==> config.mk <==
export PLATFORM = sky130hd
export DESIGN_NAME = spi_master_multi_flat
export DESIGN_NICKNAME = d
export VERILOG_FILES = /design/src/rtl/spi_master_multi_if.sv /design/src/rtl/spi_master_multi.sv /design/src/flat_wrapper.sv
export SDC_FILE = /design/constraint.sdc
export NUM_CORES = 1
export LEC_CHECK = 0
export CORE_MARGIN = 5
export CORE_UTILIZATION = 53
export DETAILED_ROUTE_END_ITERATION = 8
export HOLD_SLACK_MARGIN = 0.05
export PLACE_DENSITY = 0.79
export SLEW_MARGIN = 20
export SYNTH_ARGS = -nofsm -noshare
export SYNTH_HDL_FRONTEND = slang
export SYNTH_SLANG_ARGS = --single-unit
==> constraint.sdc <==
create_clock -name clk -period 1.92 [get_ports clk]
set_input_delay 0.288 -clock clk [delete_from_list [all_inputs] [get_ports clk]]
set_output_delay 0.288 -clock clk [all_outputs]
set_load 0.01 [all_outputs]
==> src/rtl/spi_master_multi_if.sv <==
// Host and SPI-pin signal bundle for spi_master_multi.
// Host handshake: start is sampled only while busy is low; busy rises the cycle after acceptance and done pulses for one cycle when it falls.
interface spi_master_multi_if #(
  parameter int DATA_WIDTH = 8,
  parameter int NUM_SLAVES = 3
);
  localparam int SEL_W = $clog2(NUM_SLAVES) + 1;

  logic                  start;
  logic [DATA_WIDTH-1:0] tx_data;
  logic [SEL_W-1:0]      slave_sel;
  logic                  cpol;
  logic                  cpha;
  logic                  lsb_first;
  logic                  miso;
  logic                  sclk;
  logic                  mosi;
  logic [NUM_SLAVES-1:0] cs_n;
  logic                  busy;
  logic                  done;
  logic                  err;
  logic [DATA_WIDTH-1:0] rx_data;

  modport master (
    input  start, tx_data, slave_sel, cpol, cpha, lsb_first, miso,
    output sclk, mosi, cs_n, busy, done, err, rx_data
  );

  modport slave (
    output start, tx_data, slave_sel, cpol, cpha, lsb_first, miso,
    input  sclk, mosi, cs_n, busy, done, err, rx_data
  );
endinterface

==> src/rtl/spi_master_multi.sv <==
// Full-duplex SPI master: all CPOL/CPHA modes, MSB/LSB first, NUM_SLAVES chip selects.
// Every SCLK edge lands on a divider tick; the toggle count tells leading from trailing edges.
module spi_master_multi #(
  parameter int DATA_WIDTH = 8,
  parameter int NUM_SLAVES = 3,
  parameter int CLK_DIV    = 2
) (
  input  logic                  clk,
  input  logic                  reset,
  spi_master_multi_if.master    bus,
  output logic [1:0]            dbg_state
);
  localparam int W     = DATA_WIDTH;
  localparam int SEL_W = $clog2(NUM_SLAVES) + 1;
  localparam int DIV_W = $clog2(CLK_DIV) + 1;
  localparam int TOG_W = $clog2(2 * DATA_WIDTH) + 1;

  typedef enum logic [1:0] {S_IDLE, S_SETUP, S_XFER, S_HOLD} state_e;

  state_e                state_q, state_d;
  logic [DIV_W-1:0]      div_cnt_q, div_cnt_d;
  logic [TOG_W-1:0]      tog_cnt_q, tog_cnt_d;
  logic [W-1:0]          tx_sh_q, tx_sh_d;
  logic [W-1:0]          rx_sh_q, rx_sh_d;
  logic [W-1:0]          rx_data_q, rx_data_d;
  logic [NUM_SLAVES-1:0] cs_n_q, cs_n_d;
  logic                  sclk_q, sclk_d;
  logic                  mosi_q, mosi_d;
  logic                  cpha_q, cpha_d;
  logic                  lsb_q, lsb_d;
  logic                  busy_q, busy_d;
  logic                  done_q, done_d;
  logic                  err_q, err_d;

  logic                  tick;
  logic [TOG_W-1:0]      k;
  logic                  sample_edge;

  always_comb begin
    state_d     = state_q;
    div_cnt_d   = div_cnt_q;
    tog_cnt_d   = tog_cnt_q;
    tx_sh_d     = tx_sh_q;
    rx_sh_d     = rx_sh_q;
    rx_data_d   = rx_data_q;
    cs_n_d      = cs_n_q;
    sclk_d      = sclk_q;
    mosi_d      = mosi_q;
    cpha_d      = cpha_q;
    lsb_d       = lsb_q;
    busy_d      = busy_q;
    done_d      = 1'b0;
    err_d       = 1'b0;
    tick        = (div_cnt_q == DIV_W'(CLK_DIV - 1));
    k           = tog_cnt_q + TOG_W'(1);
    // Odd k is a leading edge; cpha=0 samples there, cpha=1 samples on trailing edges.
    sample_edge = k[0] ^ cpha_q;

    unique case (state_q)
      S_IDLE: begin
        sclk_d    = bus.cpol;
        div_cnt_d = '0;
        tog_cnt_d = '0;
        if (bus.start) begin
          if (bus.slave_sel >= SEL_W'(NUM_SLAVES)) begin
            err_d = 1'b1;
          end else begin
            state_d = S_SETUP;
            busy_d  = 1'b1;
            cs_n_d  = ~(NUM_SLAVES'(1) << bus.slave_sel);
            tx_sh_d = bus.tx_data;
            rx_sh_d = '0;
            cpha_d  = bus.cpha;
            lsb_d   = bus.lsb_first;
            if (!bus.cpha) mosi_d = bus.lsb_first ? bus.tx_data[0] : bus.tx_data[W-1];
          end
        end
      end
      S_SETUP, S_XFER: begin
        div_cnt_d = tick ? '0 : div_cnt_q + DIV_W'(1);
        if (tick) begin
          sclk_d    = ~sclk_q;
          tog_cnt_d = k;
          state_d   = (k == TOG_W'(2 * W)) ? S_HOLD : S_XFER;
          if (sample_edge) begin
            rx_sh_d = lsb_q ? {bus.miso, rx_sh_q[W-1:1]} : {rx_sh_q[W-2:0], bus.miso};
          end else if (cpha_q && (k == TOG_W'(1))) begin
            mosi_d = lsb_q ? tx_sh_q[0] : tx_sh_q[W-1];
          end else if (k != TOG_W'(2 * W)) begin
            tx_sh_d = lsb_q ? (tx_sh_q >> 1) : (tx_sh_q << 1);
            mosi_d  = lsb_q ? tx_sh_q[1] : tx_sh_q[W-2];
          end
        end
      end
      S_HOLD: begin
        div_cnt_d = tick ? '0 : div_cnt_q + DIV_W'(1);
        if (tick) begin
          state_d   = S_IDLE;
          busy_d    = 1'b0;
          done_d    = 1'b1;
          cs_n_d    = '1;
          rx_data_d = rx_sh_q;
        end
      end
      default: state_d = S_IDLE;
    endcase
  end

  always_ff @(posedge clk) begin
    if (!reset) begin
      state_q   <= S_IDLE;
      div_cnt_q <= '0;
      tog_cnt_q <= '0;
      tx_sh_q   <= '0;
      rx_sh_q   <= '0;
      rx_data_q <= '0;
      cs_n_q    <= '1;
      sclk_q    <= 1'b0;
      mosi_q    <= 1'b0;
      cpha_q    <= 1'b0;
      lsb_q     <= 1'b0;
      busy_q    <= 1'b0;
      done_q    <= 1'b0;
      err_q     <= 1'b0;
    end else begin
      state_q   <= state_d;
      div_cnt_q <= div_cnt_d;
      tog_cnt_q <= tog_cnt_d;
      tx_sh_q   <= tx_sh_d;
      rx_sh_q   <= rx_sh_d;
      rx_data_q <= rx_data_d;
      cs_n_q    <= cs_n_d;
      sclk_q    <= sclk_d;
      mosi_q    <= mosi_d;
      cpha_q    <= cpha_d;
      lsb_q     <= lsb_d;
      busy_q    <= busy_d;
      done_q    <= done_d;
      err_q     <= err_d;
    end
  end

  assign bus.sclk    = sclk_q;
  assign bus.mosi    = mosi_q;
  assign bus.cs_n    = cs_n_q;
  assign bus.busy    = busy_q;
  assign bus.done    = done_q;
  assign bus.err     = err_q;
  assign bus.rx_data = rx_data_q;
  assign dbg_state   = state_q;
endmodule

==> src/flat_wrapper.sv <==
// flat-port wrapper written by rule: the top's interface ports become plain ports
module spi_master_multi_flat 
#(
  parameter int DATA_WIDTH = 8,
  parameter int NUM_SLAVES = 3,
  parameter int CLK_DIV    = 2
)
  (clk, reset, dbg_state, bus_start, bus_tx_data, bus_slave_sel, bus_cpol, bus_cpha, bus_lsb_first, bus_miso, bus_sclk, bus_mosi, bus_cs_n, bus_busy, bus_done, bus_err, bus_rx_data);
  spi_master_multi_if #(.DATA_WIDTH(DATA_WIDTH), .NUM_SLAVES(NUM_SLAVES)) bus_i ();
  input  logic clk;
  input  logic reset;
  output logic [1:0] dbg_state;
  input wire logic [$bits(bus_i.start)-1:0] bus_start;
  input wire logic [$bits(bus_i.tx_data)-1:0] bus_tx_data;
  input wire logic [$bits(bus_i.slave_sel)-1:0] bus_slave_sel;
  input wire logic [$bits(bus_i.cpol)-1:0] bus_cpol;
  input wire logic [$bits(bus_i.cpha)-1:0] bus_cpha;
  input wire logic [$bits(bus_i.lsb_first)-1:0] bus_lsb_first;
  input wire logic [$bits(bus_i.miso)-1:0] bus_miso;
  output wire logic [$bits(bus_i.sclk)-1:0] bus_sclk;
  output wire logic [$bits(bus_i.mosi)-1:0] bus_mosi;
  output wire logic [$bits(bus_i.cs_n)-1:0] bus_cs_n;
  output wire logic [$bits(bus_i.busy)-1:0] bus_busy;
  output wire logic [$bits(bus_i.done)-1:0] bus_done;
  output wire logic [$bits(bus_i.err)-1:0] bus_err;
  output wire logic [$bits(bus_i.rx_data)-1:0] bus_rx_data;
  assign bus_i.start = bus_start;
  assign bus_i.tx_data = bus_tx_data;
  assign bus_i.slave_sel = bus_slave_sel;
  assign bus_i.cpol = bus_cpol;
  assign bus_i.cpha = bus_cpha;
  assign bus_i.lsb_first = bus_lsb_first;
  assign bus_i.miso = bus_miso;
  assign bus_sclk = bus_i.sclk;
  assign bus_mosi = bus_i.mosi;
  assign bus_cs_n = bus_i.cs_n;
  assign bus_busy = bus_i.busy;
  assign bus_done = bus_i.done;
  assign bus_err = bus_i.err;
  assign bus_rx_data = bus_i.rx_data;
  spi_master_multi #(.DATA_WIDTH(DATA_WIDTH), .NUM_SLAVES(NUM_SLAVES), .CLK_DIV(CLK_DIV)) u_core (.clk(clk), .reset(reset), .bus(bus_i), .dbg_state(dbg_state));
endmodule
==> results.py <==
metrics = {
    "outcome": {
        "outcome": "finished clean",
    },
    "placement": {
        "gp_routability_congestion": 0.840,
        "port_buffers": 35,
        "placed_cells": 342,
        "post_dp_cell_area_mm2": 0.00265,
        "dp_hpwl_um": 3350,
        "detailedPlace.worstSlack_ns": 0.0164,
    },
    "clock_tree": {
        "cts_root_buffer": "clkbuf_8",
        "clk_latency_ns": 0.30,
        "clk_transition_reported_paths_ns": 0.09,
        "cts_hold_repair.buffers": 0,
        "clkSinkCount": 43,
        "htree_levels": 2,
        "bufs_on_longest_clock_path": 2,
        "cts_tree": "yes",
        "cts_made_buffers": 5,
    },
    "yosys": {
        "syn-instance-count": 257,
        "netlist.area_leader.share_pct": 39.3,
        "synth_area_leaders": "dfxtp_1 (39%), mux2i_1 (12%), nand2_1 (7.2%)",
        "synth-warning-count": 0,
        "synth_most_common_cell": "dfxtp_1",
        "seq_area_frac_synth_pct": 39.3,
        "synth-async-reset-ratio_pct": 0,
        "synth.cell_area_mm2": 0.00219,
        "postSynthAreaPerCell_um2": 8.52,
        "ranking_of_synthesized_cells_by_instance_count": "dfxtp_1 (43), nand2_1 (42), mux2i_1 (27), a21oi_1 (25), nor2_1 (14)",
        "synth_edf_count": 0,
        "yosys_cell_types": 44,
        "dominantRegCellSynth": "dfxtp_1",
        "synth.largest_area_cell": "dfxtp_1",
        "postSynthNetCount": 280,
        "postSynthRegisterBits": 43,
    },
    "route": {
        "detailed_route_drc_error_count": 0,
        "drtIter0Drc": 157,
        "routed_via_count_divided_by_cell_count": 5.53,
        "drt_wl_total_um": 4780,
        "wl_per_cell_um": 13.6,
        "drtPass1Iterations": 4,
        "ant_nets": 0,
        "route.vias.total": 1945,
    },
    "power": {
        "sw_frac_of_total_pct": 30.8,
        "net-switching-power_mw": 0.661,
        "seqPwrFrac_pct": 46.3,
        "power.clock.fraction_pct": 26.9,
        "power.density_mw_per_mm2": 775,
        "vdd_drop_max_mv": 0.513,
        "power.total_mw": 2.15,
        "comb_power_share_pct": 26.8,
        "p_leak_nw": 1.00,
        "internal_power_mw": 1.48,
    },
    "global_route": {
        "grt.total_usage_pct": 18.0,
        "grt.overflow.total": 0,
        "grt_start_max_net_pins": 21,
        "initial_antenna_violation_count": 0,
        "first_global_vias": 1787,
        "wire_length_of_the_first_global_routing_pass_um": 7860,
    },
    "layout": {
        "layout.nets": 324,
        "area_growth_pct": 26.5,
        "finalNonFillerCells": 352,
        "insertedDiodeCount": 0,
        "final_layout_size_suffix_gt1_share_pct": 12.6,
        "final_design_area_no_fill_mm2": 0.00277,
    },
    "floorplan": {
        "floorplan.die.height_um": 74.3,
        "floorplan.die.width_um": 74.3,
        "placement_rows": 23,
        "start_util_pct": 54.7,
        "total_die_area_mm2": 0.00552,
        "design.portCount": 36,
        "core_box_area_mm2": 0.00400,
    },
    "sta": {
        "setup_tns_ns": 0,
        "fmax_mhz": 555,
        "report.final.hold_viol_count": 0,
        "setup_violations": 0,
        "finalCriticalPeriod_ns": 1.80,
        "slew-limit-headroom_pct": 65.3,
        "skew_ns": 0.0120,
        "tightestPinTransition_ns": 0.519,
        "maxSlewViolCount": 0,
        "final.period_utilization_pct": 93.9,
        "final_critical_path_setup_slack_ns": 0.118,
    },
    "critical_path": {
        "critical_path_class": "register to register",
        "critical_path_arrival_ns": 1.98,
        "crit_fanout": 6,
        "worstSetupEndpointType": "register",
        "critical_path.startpoint_type": "register",
        "cp_data_required_time_ns": 2.10,
    },
    "hold_path": {
        "holdCritPathClass": "register to register",
    },
    "flow_run": {
        "maxCapViolCount": 0,
    },
}
## cell families after synthesis
| group | after synthesis | synth area share, % |
|---|---|---|
| adder cells (fa/ha/maj) | 5 | 2.86 |
| AND/OR/NAND/NOR | 93 | 20.9 |
| XOR/XNOR | 5 | 2.00 |
| flip-flops | 43 | 39.3 |
| buffers and inverters | 24 | 4.80 |
| AO/OA/AOI/OAI | 60 | 17.8 |
| multiplexers | 27 | 12.3 |
## power groups by stage
stage	logic [mW]	registers (mW)	clock network (mW)
global placement	0.549	1.01	0
floorplan	0.378	1.01	0
CTS	0.559	0.993	0.586
finish	0.575	0.994	0.577
global route	0.632	1.00	0.621
detailed placement	0.554	1.01	0
## flip-flops by register name (all words and copies together) (netlist names)
signal	cells
u_core.bus.rx_data	8
u_core.rx_sh_q	8
u_core.tx_sh_q	8
u_core.tog_cnt_q	5
u_core.bus.cs_n	3
u_core.dbg_state	2
u_core.div_cnt_q	2
u_core.bus.busy	1
u_core.bus.done	1
u_core.bus.err	1
u_core.bus.mosi	1
u_core.bus.sclk	1
u_core.cpha_q	1
u_core.lsb_q	1
## metrics by stage
step	utilization, %	hold WS (ns)
after floorplan	-	0.397
after CTS	68.6	0.426
final	69.2	0.420
after detailed placement	66.2	0.414
after global routing	69.2	0.450
after global placement	66.2	0.407
## critical path, cell delays in order (launching register included)
cell and delay (ns):
dfxtp_4 0.38, inv_1 0.08, ha_1 0.21, and2_1 0.16, a21boi_1 0.12, o211ai_1 0.37
nand2_2 0.07, buf_4 0.18, mux2i_1 0.12
## cell type report
cell class / instances / area [µm²]
Clock inverter: 3 / 20.0
Inverter: 8 / 30.0
Clock buffer: 5 / 68.8
Sequential cell: 43 / 866
Multi-Input combinational cell: 190 / 1230
Fill cell: 328 / 1230
Tap cell: 50 / 62.6
Timing Repair Buffer: 53 / 489
## repair_timing
action / CTS / global route
pin swaps: 2 / 3
gates cloned: 0 / 0
setup buffers: 1 / 1
endpoints found under the setup margin: 6 / 14
resized for setup: 0 / 8
hold endpoints to repair: 0 / 0
## per-layer routing
layer | up-vias | wire, µm | track usage (%)
met3 | 7 | 231 | 3.24
met5 | - | 0 | 0
met1 | 901 | 2310 | 24.6
li1 | 991 | - | -
met2 | 46 | 2160 | 28.5
met4 | 0 | 74 | 6.72
## path summary, 6_finish.rpt
kind | from | to | slack [ns] | cells past startpoint
worst max-delay path | u_core.tog_cnt_q[0] | u_core.tx_sh_q[6] | 0.12 | 8
worst min register to register | u_core.div_cnt_q[0] | u_core.div_cnt_q[0] | 0.42 | 1
worst max register to register | u_core.tog_cnt_q[0] | u_core.tx_sh_q[6] | 0.12 | 8
worst min-delay path | u_core.div_cnt_q[0] | u_core.div_cnt_q[0] | 0.42 | 1
## cell usage in the layout (no fill, tap or decap), types with 3 or more instances in the layout
master	n
nand2_1	42
dfxtp_1	41
clkdlybuf4s50_1	35
mux2i_1	27
a21oi_1	24
buf_4	17
nor2_1	14
or3_1	10
inv_1	8
nor2b_1	7
o21ai_0	7
o211ai_1	7
clkbuf_8	5
a211oi_1	4
xor2_1	3
nand3_1	3
and2_1	3
ha_1	3
No activity file was read; power rests on OpenSTA's default activity.
